[src/rtl/wf_neopixel_chain_if.sv]
// Purpose: serial driver for WS2812B/SK6805 LED chains, pixels streamed from a synchronous pixel RAM.
// Latency: start sampled at edge N -> dout rises at edge N+2; bits and pixels stream back to back.
// Backpressure: none; start is honoured only in IDLE and ignored (not queued) while busy.
module wf_neopixel_chain_if #(
    parameter int NUM_PIXELS   = 8,
    parameter int ADDR_W       = 8,
    parameter int PIXEL_W      = 24,
    parameter int T1H          = 10,
    parameter int T1L          = 5,
    parameter int T0H          = 5,
    parameter int T0L          = 10,
    parameter int T_RESET      = 600,
    parameter int CNT_W        = 10,
    parameter int AUTO_REFRESH = 0
) (
    input  logic               clk,
    input  logic               reset,
    input  logic               start,
    input  logic [ADDR_W:0]    frame_len,
    output logic [ADDR_W-1:0]  ram_rd_addr,
    input  logic [PIXEL_W-1:0] ram_rd_data,
    output logic               busy,
    output logic               frame_done,
    output logic               dout
);
    localparam int BIT_W = $clog2(PIXEL_W);
    localparam logic [ADDR_W:0]  MAX_LEN  = (ADDR_W+1)'(NUM_PIXELS);
    localparam logic [ADDR_W:0]  ONE      = (ADDR_W+1)'(1);
    localparam logic [ADDR_W:0]  TWO      = (ADDR_W+1)'(2);
    localparam logic [BIT_W-1:0] LAST_BIT = BIT_W'(PIXEL_W - 1);
    localparam logic [CNT_W-1:0] T1H_END  = CNT_W'(T1H - 1);
    localparam logic [CNT_W-1:0] T1L_END  = CNT_W'(T1L - 1);
    localparam logic [CNT_W-1:0] T0H_END  = CNT_W'(T0H - 1);
    localparam logic [CNT_W-1:0] T0L_END  = CNT_W'(T0L - 1);
    localparam logic [CNT_W-1:0] TRS_END  = CNT_W'(T_RESET - 1);

    typedef enum logic [2:0] {S_IDLE, S_LOAD, S_HIGH, S_LOW, S_LATCH} state_t;

    state_t             state_q, state_d;
    logic [CNT_W-1:0]   cnt_q, cnt_d;
    logic [BIT_W-1:0]   bit_q, bit_d;
    logic [ADDR_W:0]    pix_q, pix_d;
    logic [ADDR_W:0]    len_q, len_d;
    logic [PIXEL_W-1:0] shift_q, shift_d;
    logic [PIXEL_W-1:0] pref_q, pref_d;
    logic [1:0]         pf_cnt_q, pf_cnt_d;
    logic [ADDR_W-1:0]  addr_q, addr_d;
    logic               busy_q, busy_d;
    logic               done_q, done_d;
    logic               dout_q, dout_d;

    logic [ADDR_W:0]    len_clamp;
    logic [CNT_W-1:0]   hi_end, lo_end;

    assign len_clamp   = (frame_len > MAX_LEN) ? MAX_LEN : frame_len;
    assign ram_rd_addr = addr_q;
    assign busy        = busy_q;
    assign frame_done  = done_q;
    assign dout        = dout_q;

    // Phase lengths for the bit currently at the top of the shift register.
    always_comb begin
        hi_end = shift_q[PIXEL_W-1] ? T1H_END : T0H_END;
        lo_end = shift_q[PIXEL_W-1] ? T1L_END : T0L_END;
    end

    // Next-state logic for the frame sequencer, bit timer and pixel prefetch.
    always_comb begin
        state_d  = state_q;
        cnt_d    = cnt_q;
        bit_d    = bit_q;
        pix_d    = pix_q;
        len_d    = len_q;
        shift_d  = shift_q;
        pref_d   = pref_q;
        pf_cnt_d = pf_cnt_q;
        addr_d   = addr_q;
        busy_d   = busy_q;
        done_d   = 1'b0;
        dout_d   = dout_q;

        // A new address reaches ram_rd_data two edges after it is issued.
        if (pf_cnt_q != 2'd0) begin
            pf_cnt_d = pf_cnt_q - 2'd1;
        end
        if (pf_cnt_q == 2'd1) begin
            pref_d = ram_rd_data;
        end

        case (state_q)
            S_IDLE: begin
                addr_d = '0;
                dout_d = 1'b0;
                cnt_d  = '0;
                if (start) begin
                    len_d   = len_clamp;
                    busy_d  = 1'b1;
                    state_d = (len_clamp == '0) ? S_LATCH : S_LOAD;
                end
            end
            S_LOAD: begin
                // First cycle lets the read of address 0 settle (it may have just been issued).
                if (cnt_q == '0) begin
                    cnt_d = CNT_W'(1);
                end else begin
                    cnt_d    = '0;
                    shift_d  = ram_rd_data;
                    bit_d    = '0;
                    pix_d    = '0;
                    pf_cnt_d = 2'd2;
                    if (len_q > ONE) begin
                        addr_d = ADDR_W'(1);
                    end
                    dout_d  = 1'b1;
                    state_d = S_HIGH;
                end
            end
            S_HIGH: begin
                if (cnt_q == hi_end) begin
                    cnt_d   = '0;
                    dout_d  = 1'b0;
                    state_d = S_LOW;
                end else begin
                    cnt_d = cnt_q + CNT_W'(1);
                end
            end
            S_LOW: begin
                if (cnt_q == lo_end) begin
                    cnt_d = '0;
                    if (bit_q != LAST_BIT) begin
                        shift_d = {shift_q[PIXEL_W-2:0], 1'b0};
                        bit_d   = bit_q + BIT_W'(1);
                        dout_d  = 1'b1;
                        state_d = S_HIGH;
                    end else if ((pix_q + ONE) < len_q) begin
                        shift_d  = pref_q;
                        bit_d    = '0;
                        pix_d    = pix_q + ONE;
                        pf_cnt_d = 2'd2;
                        if ((pix_q + TWO) < len_q) begin
                            addr_d = addr_q + ADDR_W'(1);
                        end
                        dout_d  = 1'b1;
                        state_d = S_HIGH;
                    end else begin
                        state_d = S_LATCH;
                    end
                end else begin
                    cnt_d = cnt_q + CNT_W'(1);
                end
            end
            S_LATCH: begin
                dout_d = 1'b0;
                if (cnt_q == TRS_END) begin
                    cnt_d  = '0;
                    done_d = 1'b1;
                    addr_d = '0;
                    if (AUTO_REFRESH != 0) begin
                        len_d   = len_clamp;
                        state_d = (len_clamp == '0) ? S_LATCH : S_LOAD;
                    end else begin
                        busy_d  = 1'b0;
                        state_d = S_IDLE;
                    end
                end else begin
                    cnt_d = cnt_q + CNT_W'(1);
                end
            end
            default: begin
                state_d = S_IDLE;
            end
        endcase
    end

    // State register; reset forces the line low immediately, even mid-bit or mid-latch.
    always_ff @(posedge clk or posedge reset) begin
        if (reset) begin
            state_q  <= S_IDLE;
            cnt_q    <= '0;
            bit_q    <= '0;
            pix_q    <= '0;
            len_q    <= '0;
            shift_q  <= '0;
            pref_q   <= '0;
            pf_cnt_q <= '0;
            addr_q   <= '0;
            busy_q   <= 1'b0;
            done_q   <= 1'b0;
            dout_q   <= 1'b0;
        end else begin
            state_q  <= state_d;
            cnt_q    <= cnt_d;
            bit_q    <= bit_d;
            pix_q    <= pix_d;
            len_q    <= len_d;
            shift_q  <= shift_d;
            pref_q   <= pref_d;
            pf_cnt_q <= pf_cnt_d;
            addr_q   <= addr_d;
            busy_q   <= busy_d;
            done_q   <= done_d;
            dout_q   <= dout_d;
        end
    end
endmodule

[config.mk]
export PLATFORM = sky130hd
export DESIGN_NAME = wf_neopixel_chain_if
export DESIGN_NICKNAME = d
export VERILOG_FILES = /design/src/rtl/wf_neopixel_chain_if.sv
export SDC_FILE = /design/constraint.sdc
export NUM_CORES = 1
export LEC_CHECK = 0
export ABC_CLOCK_PERIOD_IN_PS = 7400
export CORE_MARGIN = 2
export CORE_UTILIZATION = 41
export DETAILED_ROUTE_END_ITERATION = 6
export GPL_ROUTABILITY_DRIVEN = 0
export MAX_ROUTING_LAYER = met4
export SETUP_SLACK_MARGIN = 0.05
export SLEW_MARGIN = 40
export SYNTH_ARGS = -nofsm -noshare
export SYNTH_HDL_FRONTEND = slang
export SYNTH_SLANG_ARGS = --single-unit
[constraint.sdc]
create_clock -name clk -period 7.4 [get_ports clk]
set_input_delay 1.48 -clock clk [delete_from_list [all_inputs] [get_ports clk]]
set_output_delay 1.48 -clock clk [all_outputs]
set_load 0.05 [all_outputs]
==> out/metrics.cfg, run 1 <==
[timing]
clock-skew-final_ns = 0.007889
max_slew_margin_pct = 50.52
finalHoldViolations = 0
max_freq_mhz = 284.4
drv_slew = 0
fin_crit_ns = 3.516
finalCritPeriodShare_pct = 47.51
tightest_slew_ns = 0.7383
setup_tns_ns = 0
setup_viol = 0
rsz0062_at_grt = false
fin_hold_ws_ns = 0.4965

[power]
powerDensity_nw_per_um2 = 267.3
ir_drop_mv = 0.1165
p_total_mw = 1.681
power.leakage_nw = 2.787

[die]
coreArea_um2 = 12720
chipWidth_um = 118.7
die-area_um2 = 14080
num_rows = 41
ioPinCount = 47
start_util_pct = 42.37
die_h_um = 118.7

[detailed_routing]
first_iter_violations = 311
routed_via_density = 5.676
dr_total_vias = 4240
antenna_left = 0
route.detailed.drc = 0
routed_wl_um = 12590
dr.pass1.iters = 4
wl_per_cell_um = 16.85

[synth]
ys_seq_area_share_pct = 45.03
ys_top_cells_by_area = dfrtp_1 (45%), mux2_2 (6.9%), ha_1 (5.3%)
syn_avg_cell_area_um2 = 10.00
synth_common_cells = dfrtp_1 (97), nand2_1 (52), mux2_2 (33)
synthFlopType = dfrtp_1
post_synth_num_cell_types = 58
yosysMostFrequentCell = dfrtp_1
yosysTopAreaCellShare_pct = 45.03
synth_fp_nets = 598
ys_warn_count = 0
async_reset_ff_share_pct = 100.0
yosys_register_bits = 97
synthCells = 539
syn_area_um2 = 5390
synth-edff-count = 0
yosysTopAreaCell = dfrtp_1

[global_route]
grt_max_degree = 79
grt_pass1_wl_um = 21780
grt.total_usage_pct = 19.72
antenna_found_initial = 0
grt_pass1_vias = 4288
overflow = 0

[final_layout]
areaGrowthSynthToFinish_pct = 16.64
num_antenna_cells = 0
nFillCells = 1224
drive_gt1_share_pct = 12.35
nNetsFinal = 629
final_cells = 747

[clock_tree]
htreeDepth = 3
post-cts-setup-buffer-count = 0
root_buffer = clkbuf_16
clock_latency_ns = 0.36
cts_tree = done
cts_hold_buf = 0
clk_pin_slew_ns = 0.07
cts.repair.resized = 0
clk_path_buf_depth = 2
cts_buffers = 9
numClockSinks = 97

[setup_path]
end_kind = register
critPathRequiredTime_ns = 7.66
startpoint_type = register
rrSetupSlack_ns = 3.88
arrival_ns = 3.77
critPathKind = register to register
crit_fanout = 7

[run_status]
status = finished clean

[place]
hpwl_um = 8754
port-buffer-count = 46
placedCellCount = 731

[hold_path]
hold_class = register to register

[flow_run]
cap_violations = 0

logic make-up (layout without fill, tap and decap cells):
family / Yosys count / in the layout / synth area share [%]
AOI/OAI and AO/OA: 139 / 139 / 17.76
xor gates and xnor gates: 15 / 15 / 2.437
adders and majority gates: 23 / 23 / 5.339
buffers and inverters: 53 / 89 / 4.132
DFF: 97 / 97 / 45.03
muxes: 37 / 37 / 7.637
and+or+nand+nor: 175 / 175 / 17.67
registers in the layout, summed over array words and instances (netlist names):
signal and count:
busy 1, pf_cnt_q 2, bit_q 5, frame_done 1, state_q 3, len_q 9, ram_rd_addr 8, dout 1
pref_q 24, pix_q 9, shift_q 24, cnt_q 10
layout make-up:
class,instances,area [µm²],share of cell area [%]
Clock buffer,9,225.2,3.582
Inverter,20,77.57,1.234
Clock inverter,7,65.06,1.035
Tap cell,172,215.2,3.423
Multi-Input combinational cell,389,2760,43.90
Sequential cell,97,2427,38.61
Timing Repair Buffer,53,516.7,8.219
worst max-delay path, stage by stage (launching register included):
cell and delay (ns):
dfrtp_1 0.45, ha_1 0.23, nand3_1 0.20, nor2_1 0.21, xor2_1 0.24, ha_1 0.30, nand4_1 0.12, nor2_1 0.05
a21oi_1 0.39, nand2_1 0.25, or4_1 0.70, o31ai_1 0.28
per-layer routing:
layer	global-route usage (%)	vias to the layer above	share of wire (%)	wire (µm)
met3	3.185	17	3.1	392
met2	32.26	83	49	6126
met4	7.143	0	1.7	215
met1	24.74	2090	46	5851
li1	-	2050	-	-
met5	-	-	0	0
per-stage QoR:
stage          utilization (%)  setup slack [ns]  instance area (µm²)
5_1_grt                  49.42             3.662                 6287
3_5_place_dp             47.13             3.953                 5996
6_report                 49.42             3.884                 6287
3_3_place_gp             47.10             4.147                 5992
2_1_floorplan                -             3.386                 5390
4_1_cts                  49.41             3.941                 6286
worst paths after layout:
check	startpoint	to	depth (start not counted)
setup reg to reg	pix_q[0]	ram_rd_addr[6]	11
max in group asynchronous	reset	ram_rd_addr[2]	3
hold / removal	len_q[4]	len_q[4]	1
min in group asynchronous	reset	pref_q[10]	2
setup / recovery	pix_q[0]	ram_rd_addr[6]	11
hold reg to reg	len_q[4]	len_q[4]	1
placed cells by master, fill, tap and decap left out, drive strengths merged, types with 4 or more instances in the layout:
cell	count
nand2b	5
mux2i	4
nand3	11
nor3	18
o21ai	33
nor2	28
buf	7
a21oi	24
a22oi	13
mux2	33
clkdlybuf4s50	46
dfrtp	97
and2	9
o31ai	16
ha	23
nor4	7
nand4	7
a22o	11
nand2	52
a31oi	11
nor2b	6
inv	26
and3	8
xnor2	7
xor2	8
clkbuf	9
a21o	4
a221o	12
where the power goes:
part           internal (mW)  switching (mW)
clock network          0.238           0.227
registers              0.638           0.101
logic                  0.217           0.261
Note: power is estimated with default switching activity, not from simulation.
==> inputs of run 2 (changes only) <==
--- a/config.mk
+++ b/config.mk
@@ -5,7 +5,7 @@
 export SDC_FILE = /design/constraint.sdc
 export NUM_CORES = 1
 export LEC_CHECK = 0
-export ABC_CLOCK_PERIOD_IN_PS = 7400
+export ABC_CLOCK_PERIOD_IN_PS = 3570
 export CORE_MARGIN = 2
 export CORE_UTILIZATION = 41
 export DETAILED_ROUTE_END_ITERATION = 6
==> constraint.sdc (replaced) <==
create_clock -name clk -period 3.57 [get_ports clk]
set_input_delay 0.714 -clock clk [delete_from_list [all_inputs] [get_ports clk]]
set_output_delay 0.714 -clock clk [all_outputs]
set_load 0.05 [all_outputs]
==> out/metrics.cfg, run 2 (synthesis gave the netlist of run 1 again) <==
[run_status]
status = finished clean  ; unchanged

[final_layout]
nFillCells = 1221  ; was 1224
reg_top3 = pref_q x24, shift_q x24, cnt_q x10  ; unchanged
areaGrowthSynthToFinish_pct = 17.22  ; was 16.64%
multi_input_area_um2 = 2764  ; was 2760 µm²
num_antenna_cells = 0  ; unchanged
layout.cells.most_common = dfrtp_1  ; unchanged
drive_gt1_share_pct = 12.98  ; was 12.35%
final_cell_mix = dfrtp_1 (97), nand2_1 (52), clkdlybuf4s50_1 (46)  ; unchanged
nNetsFinal = 632  ; was 629
ff_latch_area_um2 = 2427  ; unchanged

[place]
port-buffer-count = 46  ; unchanged
hpwl_um = 8836  ; was 8754 µm

[hold_path]
hold_class = register to register  ; unchanged
hold_depth = 1  ; unchanged

[clock_tree]
numClockSinks = 97  ; unchanged
clk_pin_slew_ns = 0.07  ; about the same
cts_tree = done  ; unchanged
clk_path_buf_depth = 2  ; unchanged
post-cts-setup-buffer-count = 0  ; unchanged
htreeDepth = 3  ; unchanged
root_buffer = clkbuf_16  ; unchanged
cts_hold_buf = 0  ; unchanged
clock_latency_ns = 0.36  ; about the same
cts.repair.resized = 0  ; unchanged
cts_buffers = 9  ; unchanged

[power]
ir_drop_mv = 0.2603  ; was 0.1165 mV
p_total_mw = 3.463  ; was 1.681 mW
power.leakage_nw = 2.804  ; was 2.787 nW
powerDensity_nw_per_um2 = 548.1  ; was 267.3 nW/µm²

[detailed_routing]
wl_per_cell_um = 16.82  ; was 16.85 µm
route.detailed.drc = 0  ; unchanged
antenna_left = 0  ; unchanged
first_iter_violations = 227  ; was 311
dr_total_vias = 4211  ; was 4240
routed_via_density = 5.615  ; was 5.676
dr.pass1.iters = 4  ; unchanged
routed_wl_um = 12620  ; was 12590 µm

[die]
start_util_pct = 42.37  ; unchanged
die-area_um2 = 14080  ; unchanged
chipWidth_um = 118.7  ; unchanged
num_rows = 41  ; unchanged
die_h_um = 118.7  ; unchanged
coreArea_um2 = 12720  ; unchanged
ioPinCount = 47  ; unchanged

[setup_path]
max_stage_delay_ns = 0.64  ; was 0.70 ns
end_kind = register  ; unchanged
worstPathCellList = ha_1, nand3_1, nor2_1, xor2_1, ha_1, nand4_1, nor2_1, a21oi_2, nand2_1, or4_1, o31ai_1  ; was ha_1, nand3_1, nor2_1, xor2_1, ha_1, nand4_1, nor2_1, a21oi_1, nand2_1, or4_1, o31ai_1
arrival_ns = 3.43  ; was 3.77 ns
crit_family = simple AND/OR/NAND/NOR gates  ; unchanged
critPathKind = register to register  ; unchanged
startpoint_type = register  ; unchanged
crit_fanout = 7  ; unchanged
critPathSlowestCell = or4_1  ; unchanged
cp_num_cells = 11  ; unchanged
critPathRequiredTime_ns = 3.83  ; was 7.66 ns
path_buf_inv = 0  ; unchanged
worstRegToRegCells = 11  ; unchanged

[timing]
finalCritPeriodShare_pct = 88.90  ; was 47.51%
max_slew_margin_pct = 53.53  ; was 50.52%
fin_crit_ns = 3.174  ; was 3.516 ns
clock-skew-final_ns = 0.009816  ; was 0.007889 ns
setup_tns_ns = 0  ; unchanged
max_freq_mhz = 315.1  ; was 284.4 MHz
rsz0062_at_grt = false  ; unchanged
drv_slew = 0  ; unchanged
setup_viol = 0  ; unchanged
finalHoldViolations = 0  ; unchanged
tightest_slew_ns = 0.6970  ; was 0.7383 ns
fin_hold_ws_ns = 0.4952  ; was 0.4965 ns

[global_route]
grt_max_degree = 56  ; was 79
grt_pass1_vias = 4154  ; was 4288
grt_pass1_wl_um = 21490  ; was 21780 µm
antenna_found_initial = 0  ; unchanged
overflow = 0  ; unchanged
grt.total_usage_pct = 19.45  ; was 19.72%

[flow_run]
cap_violations = 0  ; unchanged

run 2: through the flow:
stage | cells | instance area, µm² | setup slack, ns | utilization (%)
4_1_cts | 750 | 6314 | 0.3011 | 49.63
6_report | 750 | 6319 | 0.3964 | 49.67
3_3_place_gp | 734 | 6027 | 0.4581 | 47.37
2_1_floorplan | 539 | 5390 | 0.3223 | -
5_1_grt | 750 | 6319 | 0.1700 | 49.67
3_5_place_dp | 734 | 6027 | 0.3349 | 47.37
run 2: routing by layer:
metal	vias up	track usage [%]	wire length, µm
li1	2053	-	-
met3	19	3.041	390
met5	-	-	0
met2	74	30.06	5926
met1	2065	26.16	6080
met4	0	6.548	220
run 2: path summary, 6_finish.rpt:
kind | from | end | slack, ns
worst max-delay path | pix_q[0] | ram_rd_addr[3] | 0.40
worst min-delay path | len_q[4] | len_q[4] | 0.50
worst max register to register | pix_q[0] | ram_rd_addr[3] | 0.40
worst min register to register | len_q[4] | len_q[4] | 0.50
max in group asynchronous | reset | cnt_q[1] | 2.11
min in group asynchronous | reset | pref_q[11] | 0.82
run 2: cell type report:
cell class | instances | area share [%]
Tap cell | 172 | 3.406
Inverter | 20 | 1.228
Sequential cell | 97 | 38.42
Multi-Input combinational cell | 389 | 43.74
Clock inverter | 7 | 0.9703
Timing Repair Buffer | 56 | 8.673
Clock buffer | 9 | 3.564
run 2: where the power goes:
part,switching (mW),internal [mW]
Combinational,0.522,0.452
Sequential,0.211,1.32
Clock,0.468,0.488
==> inputs of run 3 (changes only) <==
--- a/config.mk
+++ b/config.mk
@@ -8,6 +8,7 @@
 export ABC_CLOCK_PERIOD_IN_PS = 3570
 export CORE_MARGIN = 2
 export CORE_UTILIZATION = 41
+export CTS_CLUSTER_DIAMETER = 50
 export DETAILED_ROUTE_END_ITERATION = 6
 export GPL_ROUTABILITY_DRIVEN = 0
 export MAX_ROUTING_LAYER = met4
==> results of run 3 <==
Same layout as run 2: the final DEF is identical, and so are final timing and power.
